File: src/rtl/ifu_tag_ctrl.sv
// Fully associative tag controller for the fetch unit: tag lookup, PLRU handshake and line refill.
// Defining IFU_TAG_CTRL_FLUSH_EN adds a flush input that invalidates every line.
package ifu_tag_ctrl_pkg;
    localparam int unsigned WAYS_NUM = 16;
    localparam int unsigned ADDR_W   = 32;
    localparam int unsigned OFFSET_W = 4;
    localparam int unsigned WAY_W    = $clog2(WAYS_NUM);
    localparam int unsigned TAG_W    = ADDR_W - OFFSET_W;

    typedef struct packed {
        logic             update_tree;
        logic             cache_miss;
        logic [WAY_W-1:0] hit_cl;
    } t_cache_ctrl_plru;
endpackage

module ifu_tag_ctrl
    import ifu_tag_ctrl_pkg::*;
(
    input  logic              clk,
    input  logic              rst,
`ifdef IFU_TAG_CTRL_FLUSH_EN
    input  logic              flush,
`endif
    input  logic              req_valid,
    input  logic [ADDR_W-1:0] req_addr,
    output logic              req_ready,
    output logic              rsp_valid,
    output logic [WAY_W-1:0]  rsp_way,
    output logic              mem_req_valid,
    output logic [ADDR_W-1:0] mem_req_addr,
    input  logic              mem_req_ready,
    input  logic              mem_rsp_valid,
    output logic              fill_en,
    output logic [WAY_W-1:0]  fill_way,
    output t_cache_ctrl_plru  cache_ctrl_plru,
    input  logic [WAY_W-1:0]  evicted_cl
);

    typedef enum logic [2:0] {
        IDLE,
        LOOKUP,
        MISS_REQ,
        MISS_WAIT,
        RESP
    } state_e;

    state_e              state_q, state_d;
    logic [TAG_W-1:0]    req_tag_q, req_tag_d;
    logic [WAY_W-1:0]    victim_q, victim_d;
    logic [WAYS_NUM-1:0] valid_q, valid_d;
    logic [TAG_W-1:0]    tags_q [WAYS_NUM];
    logic [TAG_W-1:0]    tags_d [WAYS_NUM];
    logic                flush_pend_q, flush_pend_d;
    logic                flush_in_c;

`ifdef IFU_TAG_CTRL_FLUSH_EN
    assign flush_in_c = flush;
`else
    assign flush_in_c = 1'b0;
`endif

    // Parallel tag compare; at most one way can match, so OR-ing indices encodes it.
    logic [WAYS_NUM-1:0] match_c;
    logic                hit_c;
    logic [WAY_W-1:0]    hit_way_c;

    always_comb begin
        match_c   = '0;
        hit_way_c = '0;
        for (int unsigned i = 0; i < WAYS_NUM; i++) begin
            match_c[i] = valid_q[i] && (tags_q[i] == req_tag_q);
            if (match_c[i]) begin
                hit_way_c = hit_way_c | WAY_W'(i);
            end
        end
        hit_c = |match_c;
    end

    // Next-state and output decode.
    always_comb begin
        state_d         = state_q;
        req_tag_d       = req_tag_q;
        victim_d        = victim_q;
        valid_d         = valid_q;
        tags_d          = tags_q;
        flush_pend_d    = flush_pend_q;
        req_ready       = 1'b0;
        rsp_valid       = 1'b0;
        rsp_way         = '0;
        mem_req_valid   = 1'b0;
        mem_req_addr    = '0;
        fill_en         = 1'b0;
        fill_way        = '0;
        cache_ctrl_plru = '0;

        if (flush_in_c && (state_q != IDLE)) begin
            flush_pend_d = 1'b1;
        end

        unique case (state_q)
            IDLE: begin
                // A new or deferred flush takes the cycle; no request is accepted alongside it.
                if (flush_in_c || flush_pend_q) begin
                    valid_d      = '0;
                    flush_pend_d = 1'b0;
                end else begin
                    req_ready = 1'b1;
                    if (req_valid) begin
                        req_tag_d = req_addr[ADDR_W-1:OFFSET_W];
                        state_d   = LOOKUP;
                    end
                end
            end
            LOOKUP: begin
                cache_ctrl_plru.update_tree = 1'b1;
                if (hit_c) begin
                    rsp_valid              = 1'b1;
                    rsp_way                = hit_way_c;
                    cache_ctrl_plru.hit_cl = hit_way_c;
                    state_d                = IDLE;
                end else begin
                    cache_ctrl_plru.cache_miss = 1'b1;
                    victim_d                   = evicted_cl;
                    valid_d[evicted_cl]        = 1'b0;
                    state_d                    = MISS_REQ;
                end
            end
            MISS_REQ: begin
                mem_req_valid = 1'b1;
                mem_req_addr  = {req_tag_q, {OFFSET_W{1'b0}}};
                if (mem_req_ready) begin
                    state_d = MISS_WAIT;
                end
            end
            MISS_WAIT: begin
                if (mem_rsp_valid) begin
                    fill_en           = 1'b1;
                    fill_way          = victim_q;
                    tags_d[victim_q]  = req_tag_q;
                    valid_d[victim_q] = 1'b1;
                    state_d           = RESP;
                end
            end
            RESP: begin
                rsp_valid = 1'b1;
                rsp_way   = victim_q;
                state_d   = IDLE;
            end
            default: state_d = IDLE;
        endcase
    end

    always_ff @(posedge clk or posedge rst) begin
        if (rst) begin
            state_q      <= IDLE;
            req_tag_q    <= '0;
            victim_q     <= '0;
            valid_q      <= '0;
            tags_q       <= '{default: '0};
            flush_pend_q <= 1'b0;
        end else begin
            state_q      <= state_d;
            req_tag_q    <= req_tag_d;
            victim_q     <= victim_d;
            valid_q      <= valid_d;
            tags_q       <= tags_d;
            flush_pend_q <= flush_pend_d;
        end
    end

endmodule

File: config.mk
export PLATFORM = sky130hd
export DESIGN_NAME = ifu_tag_ctrl
export DESIGN_NICKNAME = d
export VERILOG_FILES = /design/src/rtl/ifu_tag_ctrl.sv
export SDC_FILE = /design/constraint.sdc
export NUM_CORES = 1
export LEC_CHECK = 0
export BUFFER_PORTS_ARGS = -buffer_cell sky130_fd_sc_hd__buf_2
export CORE_MARGIN = 10
export CORE_UTILIZATION = 45
export DETAILED_ROUTE_END_ITERATION = 8
export PLACE_DENSITY = 0.63
export SYNTH_ARGS = -nofsm -noshare
export SYNTH_HDL_FRONTEND = slang
export SYNTH_SLANG_ARGS = --single-unit
File: constraint.sdc
create_clock -name clk -period 17.3 [get_ports clk]
set_input_delay 0.865 -clock clk [delete_from_list [all_inputs] [get_ports clk]]
set_output_delay 0.865 -clock clk [all_outputs]
set_load 0.005 [all_outputs]
==> impl_metrics.csv, run 1 <==
group,metric,value,unit
outcome,status,"finished, final reports clean",
floorplan,start_util,45.3,%
timing,rsz0062_at_grt,"false",
route,drc,0,
timing,finalCritPeriodShare,26.1,%
finish,area_delta_synth_final,8.27,%
timing,worst_pin_slew,1.13,ns
timing,slew_headroom,24.7,%
timing,slew_viol_final,0,
synth,netlist_instances,1917,
worst_setup_path,endpoint_kind,"output pin",
timing,tns,0,ns
worst_hold_path,worstHoldPathType,"primary input to asynchronous set/reset pin",
clocking,clock_latency,0.61,ns
clocking,root_buffer,"clkbuf_16",
worst_setup_path,critPathKind,"register to output pin",
synth,yosysTopAreaCellShare,49.1,%
clocking,holdBufCountCts,0,
grt,antenna_found_initial,1,
floorplan,rows,87,
job,maxCapViolCount,0,
place,io_buffers,82,
route,routed_wl,59.0,mm
grt,grt_max_degree,81,
clocking,h-tree-depth,2,
route,antenna_left,0,
timing,report.final.setup_viol,0,
timing,finalHoldViolCount,0,
finish,postLayoutCellArea,27600,um^2
route,drt-pass1-iter-count,5,
place,globalplace.congestion,0.783,
synth,seq_area_frac_synth,49.1,%
worst_setup_path,start_kind,"register",
synth,yosysMostFrequentCell,"dfrtp_1",
synth,synthTopCellsByCount,"499 x dfrtp_1, 447 x mux2_2, 405 x xnor2_1, 91 x nand4_1, 51 x buf_2",
synth,synth.avg_cell_area,13.3,um^2
route,vias,14462,
route,wl_per_cell,21.7,um
floorplan,ios,91,
worst_setup_path,arrival,3.65,ns
finish,layout.nets,1966,
synth,dominantRegCellSynth,"dfrtp_1",
timing,clock.fmax,221,MHz
floorplan,dieArea,66500,um^2
grt,grt_usage,17.8,%
synth,synthTopCellsByArea,"dfrtp_1 49%, mux2_2 20%, xnor2_1 14%",
route,viasPerCell,5.31,
finish,fillers,4998,
power,powerDensity,186,nW/um^2
timing,finalClockSkew,0.0198,ns
timing,min_period,4.52,ns
power,peakVddDrop,0.000202,V
worst_setup_path,worst-r2r-setup-slack,13.94,ns
worst_setup_path,crit_required,16.43,ns
grt,gr-total-overflow,0,
synth,synth_warnings,0,
grt,grt_pass1_wl,92.2,mm
finish,final_util,49.1,%
worst_setup_path,r2r_cells,9,
synth,synth_edf_count,0,
worst_setup_path,worstPathMaxFanout,20,
clocking,cts_tree,"built",
synth,async_reset_ff_share,100,%
synth,synth_cell_types,51,
clocking,clk_pin_slew,0.06,ns
timing,fin_hold_ws,0.322,ns
worst_setup_path,r2r-start,"req_tag_q[5]$_DFFE_PP0P_",
floorplan,die_w,258,um
floorplan,core_area,56200,um^2
synth,syn_area,25400,um^2
place,postPlaceCellArea,25700,um^2
clocking,cts_resized,0,
finish,regArea,12500,um^2
clocking,cts_num_sinks,499,
clocking,clk_path_buf_depth,3,
power,p_leak,12.2,nW
synth,synth_top_area_cell,"dfrtp_1",
worst_setup_path,r2r_end,"victim_q[1]$_DFFE_PP0P_",
route,detail_route.iter0.violations,732,
floorplan,die_h,258,um
clocking,cts_setup_buffers,0,
synth,synth_seq_cells,499,
place,dp_hpwl,35.4,mm
finish,drive_gt1_share,38.7,%
grt,grt_pass1_vias,15226,
finish,multi_input_area,11500,um^2
clocking,numCtsBuffers,55,
[cell usage in the layout, fill, tap and decap left out, types with 17 or more instances in the layout]
| cell | Yosys | layout |
|---|---|---|
| dfrtp_2 | 0 | 28 |
| nor4_1 | 20 | 20 |
| nand3_1 | 18 | 18 |
| buf_2 | 51 | 82 |
| clkbuf_8 | 0 | 18 |
| nand2_1 | 29 | 29 |
| clkbuf_16 | 0 | 57 |
| nand4_1 | 91 | 91 |
| dfrtp_1 | 499 | 471 |
| and2_1 | 35 | 35 |
| xnor2_1 | 405 | 405 |
| buf_4 | 23 | 40 |
| xor2_1 | 33 | 33 |
| mux2_2 | 447 | 447 |
| mux2_4 | 20 | 20 |
| nor4_2 | 17 | 17 |
[where the power goes]
part / switching (W) / total [W] / internal (W)
Combinational: 0.000847 / 0.00183 / 0.000985
Clock: 0.000471 / 0.00118 / 0.000704
Sequential: 0.000552 / 0.00212 / 0.00157
Total: 0.00187 / 0.00513 / 0.00326
[registers in the layout, indices dropped and copies added (netlist names)]
| name | flops |
|---|---|
| tags_q | 448 |
| req_tag_q | 28 |
| valid_q | 16 |
| victim_q | 4 |
| state_q | 3 |
[worst max-delay path, cell delays in order, from the launching register on]
cell     delay, ns
dfrtp_2       0.79
buf_4         0.42
xnor2_1       0.17
nand4_1       0.12
nor4_1        0.47
a32oi_1       0.27
a41oi_1       0.56
a21o_1        0.13
buf_2         0.11
[cell families after synthesis]
| kind of cell | share of synthesized area, % |
|---|---|
| compound gates | 1.23 |
| xor+xnor | 15.7 |
| flops | 49.1 |
| other cells | 0.0147 |
| simple gates | 6.60 |
| buf+inv | 5.94 |
| mux | 21.5 |
[worst max-delay path by stage]
stage                              startpoint                        end  slack (ns)  depth (start not counted)
finish               req_tag_q[5]$_DFFE_PP0P_                 rsp_way[2]       12.78                          8
detailed placement                        rst  req_tag_q[18]$_DFFE_PP0P_       12.96                          5
global placement                          rst  req_tag_q[18]$_DFFE_PP0P_       13.05                          5
floorplan                                 rst   req_tag_q[0]$_DFFE_PP0P_        2.50                          1
global route         req_tag_q[5]$_DFFE_PP0P_                 rsp_way[2]       12.65                          8
CTS                 req_tag_q[13]$_DFFE_PP0P_                  rsp_valid       12.73                          9
[metrics by stage]
stage | setup slack, ns | total power [W] | cells
CTS | 12.73 | 0.00519 | 2723
floorplan | 2.50 | 0.00362 | 1920
global route | 12.65 | 0.00545 | 2723
detailed placement | 12.96 | 0.00400 | 2624
finish | 12.78 | 0.00513 | 2724
global placement | 13.05 | 0.00393 | 2624
[per-layer routing]
layer	vias up	track usage (%)	part of all wire (%)
li1	6543	-	-
met1	7629	24.4	47
met2	224	29.3	47
met3	64	3.27	4.1
met4	2	3.28	1.4
met5	-	0	0.020
[cell type report]
type,instances,area share (%)
inverter,9,0.150
antenna,1,0.00908
clock buffer,85,6.21
clock inverter,14,0.436
multi-input combinational,1238,41.7
timing repair buffer,122,2.58
sequential,499,45.4
tap,756,3.43
Power figures use the tool's default switching activity.
==> run 2, diff against run 1 <==
==> constraint.sdc (replaced) <==
create_clock -name clk -period 4.4 [get_ports clk]
set_input_delay 0.22 -clock clk [delete_from_list [all_inputs] [get_ports clk]]
set_output_delay 0.22 -clock clk [all_outputs]
set_load 0.005 [all_outputs]
==> run 2 against run 1 <==
  * Clock power rose to 3.8 times the previous value
  * Combinational power grew to 3.8 times the previous value
  * Sequential power increased to 4.2 times the previous value
  * Final cell count increased by 1.8%
  * Sequential share of layout area decreased by 0.84 points
  * Via count increased by 0.97%
  * Global-route usage grew 0.18 points
  * Critical endpoint is now cache_ctrl_plru[4]
  * Non-clock buffer count rose by 49
  * Critical path depth down 1
  * Core utilization increased by 0.93 points
  * First-iteration DRC count up 30%
  * Register-to-register slack got worse by 13 ns
==> impl_metrics.csv, run 2 (synthesized netlist as in run 1, its figures left out) <==
group,metric,value,unit
timing,worst_pin_slew,1.21,ns
timing,rsz0062_at_grt,"false",
place,globalplace.congestion,0.849,
power,p_comb_share,34.0,%
clocking,h-tree-depth,2,
power,peakVddDrop,0.000597,V
worst_setup_path,crit_required,4.18,ns
finish,fillers,5023,
timing,finalClockSkew,0.0116,ns
clocking,numCtsBuffers,54,
power,p_clk_share,22.2,%
worst_setup_path,arrival,3.80,ns
outcome,status,"finished, final reports clean",
power,p_leak,12.4,nW
finish,reg_top3,"tags_q: 448 flops, req_tag_q: 28 flops, valid_q: 16 flops",
power,power,0.0203,W
clocking,root_buffer,"clkbuf_16",
finish,largest_register_ffs,448,
timing,clock.fmax,249,MHz
grt,antenna_found_initial,0,
floorplan,start_util,45.3,%
clocking,cts_resized,0,
grt,grt_pass1_vias,15121,
worst_setup_path,crit_chain,"xnor2_1 > nand4_1 > nor4_2 > a22oi_2 > nand4_2 > nor3_4 > buf_2",
floorplan,rows,87,
timing,tns,0,ns
floorplan,ios,91,
worst_setup_path,crit_family,"simple AND/OR/NAND/NOR gates",
route,viasPerCell,5.26,
floorplan,core_area,56200,um^2
route,routed_wl,59.6,mm
worst_setup_path,critPathKind,"register to output pin",
floorplan,die_h,258,um
finish,layout_commonest_cell,"dfrtp_1",
clocking,clock_latency,0.60,ns
route,drt-pass1-iter-count,5,
clocking,holdBufCountCts,36,
route,vias,14602,
grt,grt_max_degree,119,
floorplan,die_w,258,um
clocking,clk_pin_slew,0.06,ns
worst_setup_path,endpoint_kind,"output pin",
job,maxCapViolCount,0,
place,dp_hpwl,37.3,mm
grt,gr-total-overflow,0,
power,p_sw,0.00741,W
timing,finalHoldViolCount,0,
worst_setup_path,cpMaxStageDelayCell,"dfrtp_2",
route,detail_route.iter0.violations,953,
place,io_buffers,82,
timing,slew_viol_final,0,
power,powerDensity,723,nW/um^2
finish,layout.nets,2014,
clocking,clk_path_buf_depth,3,
grt,grt_usage,18.0,%
floorplan,dieArea,66500,um^2
power,p_int,0.0129,W
power,power_frac_seq,43.8,%
grt,grt_pass1_wl,92.4,mm
clocking,cts_setup_buffers,0,
route,antenna_left,0,
timing,slew_headroom,19.3,%
finish,drive_gt1_share,38.2,%
timing,min_period,4.02,ns
finish,final_cell_mix,"471 x dfrtp_1, 447 x mux2_2, 405 x xnor2_1",
clocking,cts_num_sinks,499,
finish,largest-register,"tags_q",
finish,area_delta_synth_final,10.3,%
place,dpl.cell_count,2637,
timing,finalCritPeriodShare,91.5,%
worst_setup_path,start_kind,"register",
clocking,cts_tree,"built",
finish,antenna_cells,0,
worst_setup_path,worstPathMaxFanout,34,
worst_hold_path,worstHoldPathType,"primary input to asynchronous set/reset pin",
finish,final_cells,2774,
route,wl_per_cell,21.5,um
worst_setup_path,worst-path-buf-inv,1,
power,switching_share,36.5,%
timing,report.final.setup_viol,0,
route,drc,0,
worst_setup_path,cpPeakStageDelay,1.15,ns
run 2: power by group through the flow:
stage	Sequential, W	Clock [W]	Combinational [W]
floorplan	0.00704	0	0.00718
finish	0.00888	0.00451	0.00689
global route	0.00914	0.00482	0.00760
global placement	0.00886	0	0.00678
detailed placement	0.00897	0	0.00691
CTS	0.00890	0.00463	0.00699
run 2: stage by stage:
stage               utilization (%)  hold WS (ns)  instance area [um^2]  setup slack [ns]
CTS                            50.0         0.361                 28100             0.392
global placement               46.2         0.452                 25900              1.01
detailed placement             46.2         0.455                 25900             0.933
floorplan                         -         0.368                 25500             -2.59
global route                   50.0         0.386                 28100             0.194
finish                         50.0         0.387                 28100             0.376
run 2: area by class of cell:
type	count	area (um^2)	area share, %
clock buffer	88	1680	5.99
clock inverter	13	93.8	0.334
inverter	9	37.5	0.134
multi-input combinational	1238	11500	41.0
sequential	499	12500	44.6
tap	756	946	3.37
timing repair buffer	171	1290	4.61
run 2: tightest hold or removal path, delay by kind of cell:
kind     cells  cell delay, ns
buf+inv      3            1.30
run 2: layer usage:
layer / part of all wire [%] / global-route usage [%] / vias to the layer above
met1: 47 / 25.1 / 7605
met4: 2.6 / 4.84 / 0
met3: 4.2 / 3.18 / 91
met2: 46 / 28.5 / 238
li1: - / - / 6668
met5: 0 / 0 / -
run 2: final timing paths:
check / slack (ns) / end / depth (start not counted) / start
max: 0.38 / cache_ctrl_plru[4] / 7 / req_tag_q[12]$_DFFE_PP0P_
min: 0.39 / tags_q[339]$_DFFE_PP0P_ / 3 / rst
max reg2reg: 0.86 / valid_q[1]$_DFFE_PP0P_ / 8 / req_tag_q[12]$_DFFE_PP0P_
min reg2reg: 0.51 / tags_q[1]$_DFFE_PP0P_ / 1 / tags_q[1]$_DFFE_PP0P_
max in group asynchronous: 2.86 / req_tag_q[17]$_DFFE_PP0P_ / 4 / rst
min in group clk: 0.39 / req_tag_q[23]$_DFFE_PP0P_ / 3 / req_addr[27]
==> run 3, diff against run 2 <==
--- a/config.mk
+++ b/config.mk
@@ -9,6 +9,7 @@
 export CORE_MARGIN = 10
 export CORE_UTILIZATION = 45
 export DETAILED_ROUTE_END_ITERATION = 8
+export GPL_TIMING_DRIVEN = 0
 export PLACE_DENSITY = 0.63
 export SYNTH_ARGS = -nofsm -noshare
 export SYNTH_HDL_FRONTEND = slang
==> constraint.sdc (replaced) <==
create_clock -name clk -period 4.4 [get_ports clk]
set_input_delay 1.1 -clock clk [delete_from_list [all_inputs] [get_ports clk]]
set_output_delay 1.1 -clock clk [all_outputs]
set_load 0.005 [all_outputs]
==> run 3 against run 2 <==
  * Core utilization is 2.0 points higher
  * Register-to-register slack better by 0.73 ns
  * Worst setup slack worse by 0.38 ns
  * Flip-flop and latch count stayed put
  * Global-route usage is 5.9 points higher
  * Clock skew is 0.0043 ns higher
  * Sequential share of layout area is 1.8 points lower
  * Critical endpoint unchanged
  * Via count is 8.3% higher
  * Combinational power is 61% higher
  * Critical path depth is 4 higher
  * Design area is 3.9% higher
==> impl_metrics.csv, run 3 (synthesized netlist as in run 1, its figures left out) <==
group,metric,value,unit
outcome,status,"finished, final reports clean",
place,io_buffers,82,
power,powerDensity,785,nW/um^2
grt,grt_pass1_wl,116,mm
route,antenna_left,0,
timing,finalClockSkew,0.0159,ns
timing,worst_pin_slew,0.978,ns
clocking,cts_tree,"built",
clocking,clk_path_buf_depth,3,
grt,antenna_found_initial,0,
worst_hold_path,worstHoldPathType,"primary input to asynchronous set/reset pin",
place,globalplace.congestion,0.992,
timing,fin_hold_ws,0.411,ns
floorplan,die_h,258,um
route,drc,0,
timing,min_period,4.40,ns
finish,area_delta_synth_final,14.6,%
timing,report.final.setup_viol,0,
floorplan,dieArea,66500,um^2
route,viasPerCell,5.50,
place,dp_hpwl,60.0,mm
job,maxCapViolCount,0,
grt,gr-total-overflow,0,
clocking,root_buffer,"clkbuf_16",
grt,grt_usage,23.9,%
grt,grt_max_degree,44,
route,met3_length,3.29,mm
worst_setup_path,crit_required,3.30,ns
floorplan,die_w,258,um
finish,final_cell_mix,"499 x dfrtp_1, 447 x mux2_2, 390 x xnor2_1",
worst_setup_path,critPathKind,"register to output pin",
timing,clock.fmax,227,MHz
route,wl_per_cell,27.7,um
finish,layout.nets,2116,
timing,finalHoldViolCount,0,
power,p_leak,13.1,nW
timing,slew_viol_final,0,
timing,slew_headroom,34.8,%
worst_setup_path,start_kind,"register",
place,dp_slack,0.207,ns
floorplan,ios,91,
finish,drive_gt1_share,40.8,%
timing,finalWorstSetupSlack,0.000493,ns
route,routed_wl,79.7,mm
clocking,h-tree-depth,2,
finish,reg_top3,"tags_q: 448 flops, req_tag_q: 28 flops, valid_q: 16 flops",
worst_setup_path,endpoint_kind,"output pin",
route,met1_length,33.9,mm
worst_setup_path,worst-r2r-setup-slack,1.59,ns
finish,largest-register,"tags_q",
clocking,cts_num_sinks,499,
grt,grt_pass1_vias,16764,
worst_setup_path,arrival,3.30,ns
timing,rsz0062_at_grt,"false",
clocking,numCtsBuffers,54,
power,peakVddDrop,0.000499,V
power,power,0.0229,W
route,highest-signal-layer,"met4",
route,routed-wl-met2,37.5,mm
clocking,clock_latency,0.62,ns
finish,fillers,4907,
finish,layout_commonest_cell,"dfrtp_1",
clocking,clk_pin_slew,0.06,ns
clocking,holdBufCountCts,0,
route,detail_route.iter0.violations,1148,
floorplan,rows,87,
worst_setup_path,worstPathMaxFanout,10,
floorplan,start_util,45.3,%
timing,finalCritPeriodShare,100,%
finish,largest_register_ffs,448,
route,drt-pass1-iter-count,4,
floorplan,core_area,56200,um^2
route,vias,15809,
-- run 3: worst max-delay path: stages, from the launching register on --
cell and delay, ns:
dfrtp_1 0.37, buf_6 0.15, buf_4 0.19, xnor2_2 0.35
nand4_1 0.31, nor4_2 0.42, a22oi_2 0.17, nand4_4 0.16
nor3_4 0.07, buf_6 0.18, buf_8 0.16, buf_2 0.13
-- run 3: per-stage QoR --
step	TNS [ns]	cell area, um^2	util (%)	std cells
6_report	0	29200	51.9	2872
3_3_place_gp	-3198.72	26800	47.7	2758
3_5_place_dp	0	27100	48.2	2771
2_1_floorplan	-1731.77	25500	-	1920
4_1_cts	-0.00829	29100	51.7	2867
5_1_grt	0	29200	51.9	2871
-- run 3: repair_timing --
action | 4_1_cts | 5_1_grt
pin swaps | 1 | 7
gates resized for setup | 34 | 9
endpoints found under the setup margin | 18 | 3
buffers inserted | 0 | 4
cloned | 0 | 0
hold endpoints to repair | 0 | 0
-- run 3: metal layers --
layer | vias to the layer above | global-route usage [%]
met5 | - | 0
met4 | 0 | 13.9
met3 | 155 | 3.03
met2 | 423 | 38.7
met1 | 8336 | 30.6
li1 | 6895 | -
-- run 3: power breakdown --
part           switching (W)  internal (W)
clock                0.00191       0.00266
combinational        0.00635       0.00477
sequential           0.00105       0.00616
-- run 3: area by class of cell --
class | count | area (um^2) | area share [%]
timing repair buffer | 99 | 713 | 2.44
clock buffer | 86 | 1640 | 5.63
clock inverter | 10 | 109 | 0.373
inverter | 9 | 37.5 | 0.129
sequential | 499 | 12500 | 42.8
tap | 756 | 946 | 3.24
antenna | 1 | 2.50 | 0.00858
multi-input combinational | 1238 | 11700 | 40.3
buffer | 174 | 1490 | 5.10
-- run 3: path summary, 6_finish.rpt --
| check | start | to | cells past startpoint |
|---|---|---|---|
| worst max-delay path | req_tag_q[14]$_DFFE_PP0P_ | cache_ctrl_plru[4] | 11 |
| worst min-delay path | rst | tags_q[424]$_DFFE_PP0P_ | 2 |
| worst max register to register | req_tag_q[14]$_DFFE_PP0P_ | victim_q[3]$_DFFE_PP0P_ | 10 |
| worst min register to register | tags_q[6]$_DFFE_PP0P_ | tags_q[6]$_DFFE_PP0P_ | 1 |
| max in group asynchronous | rst | tags_q[355]$_DFFE_PP0P_ | 7 |
| min in group clk | tags_q[6]$_DFFE_PP0P_ | tags_q[6]$_DFFE_PP0P_ | 1 |
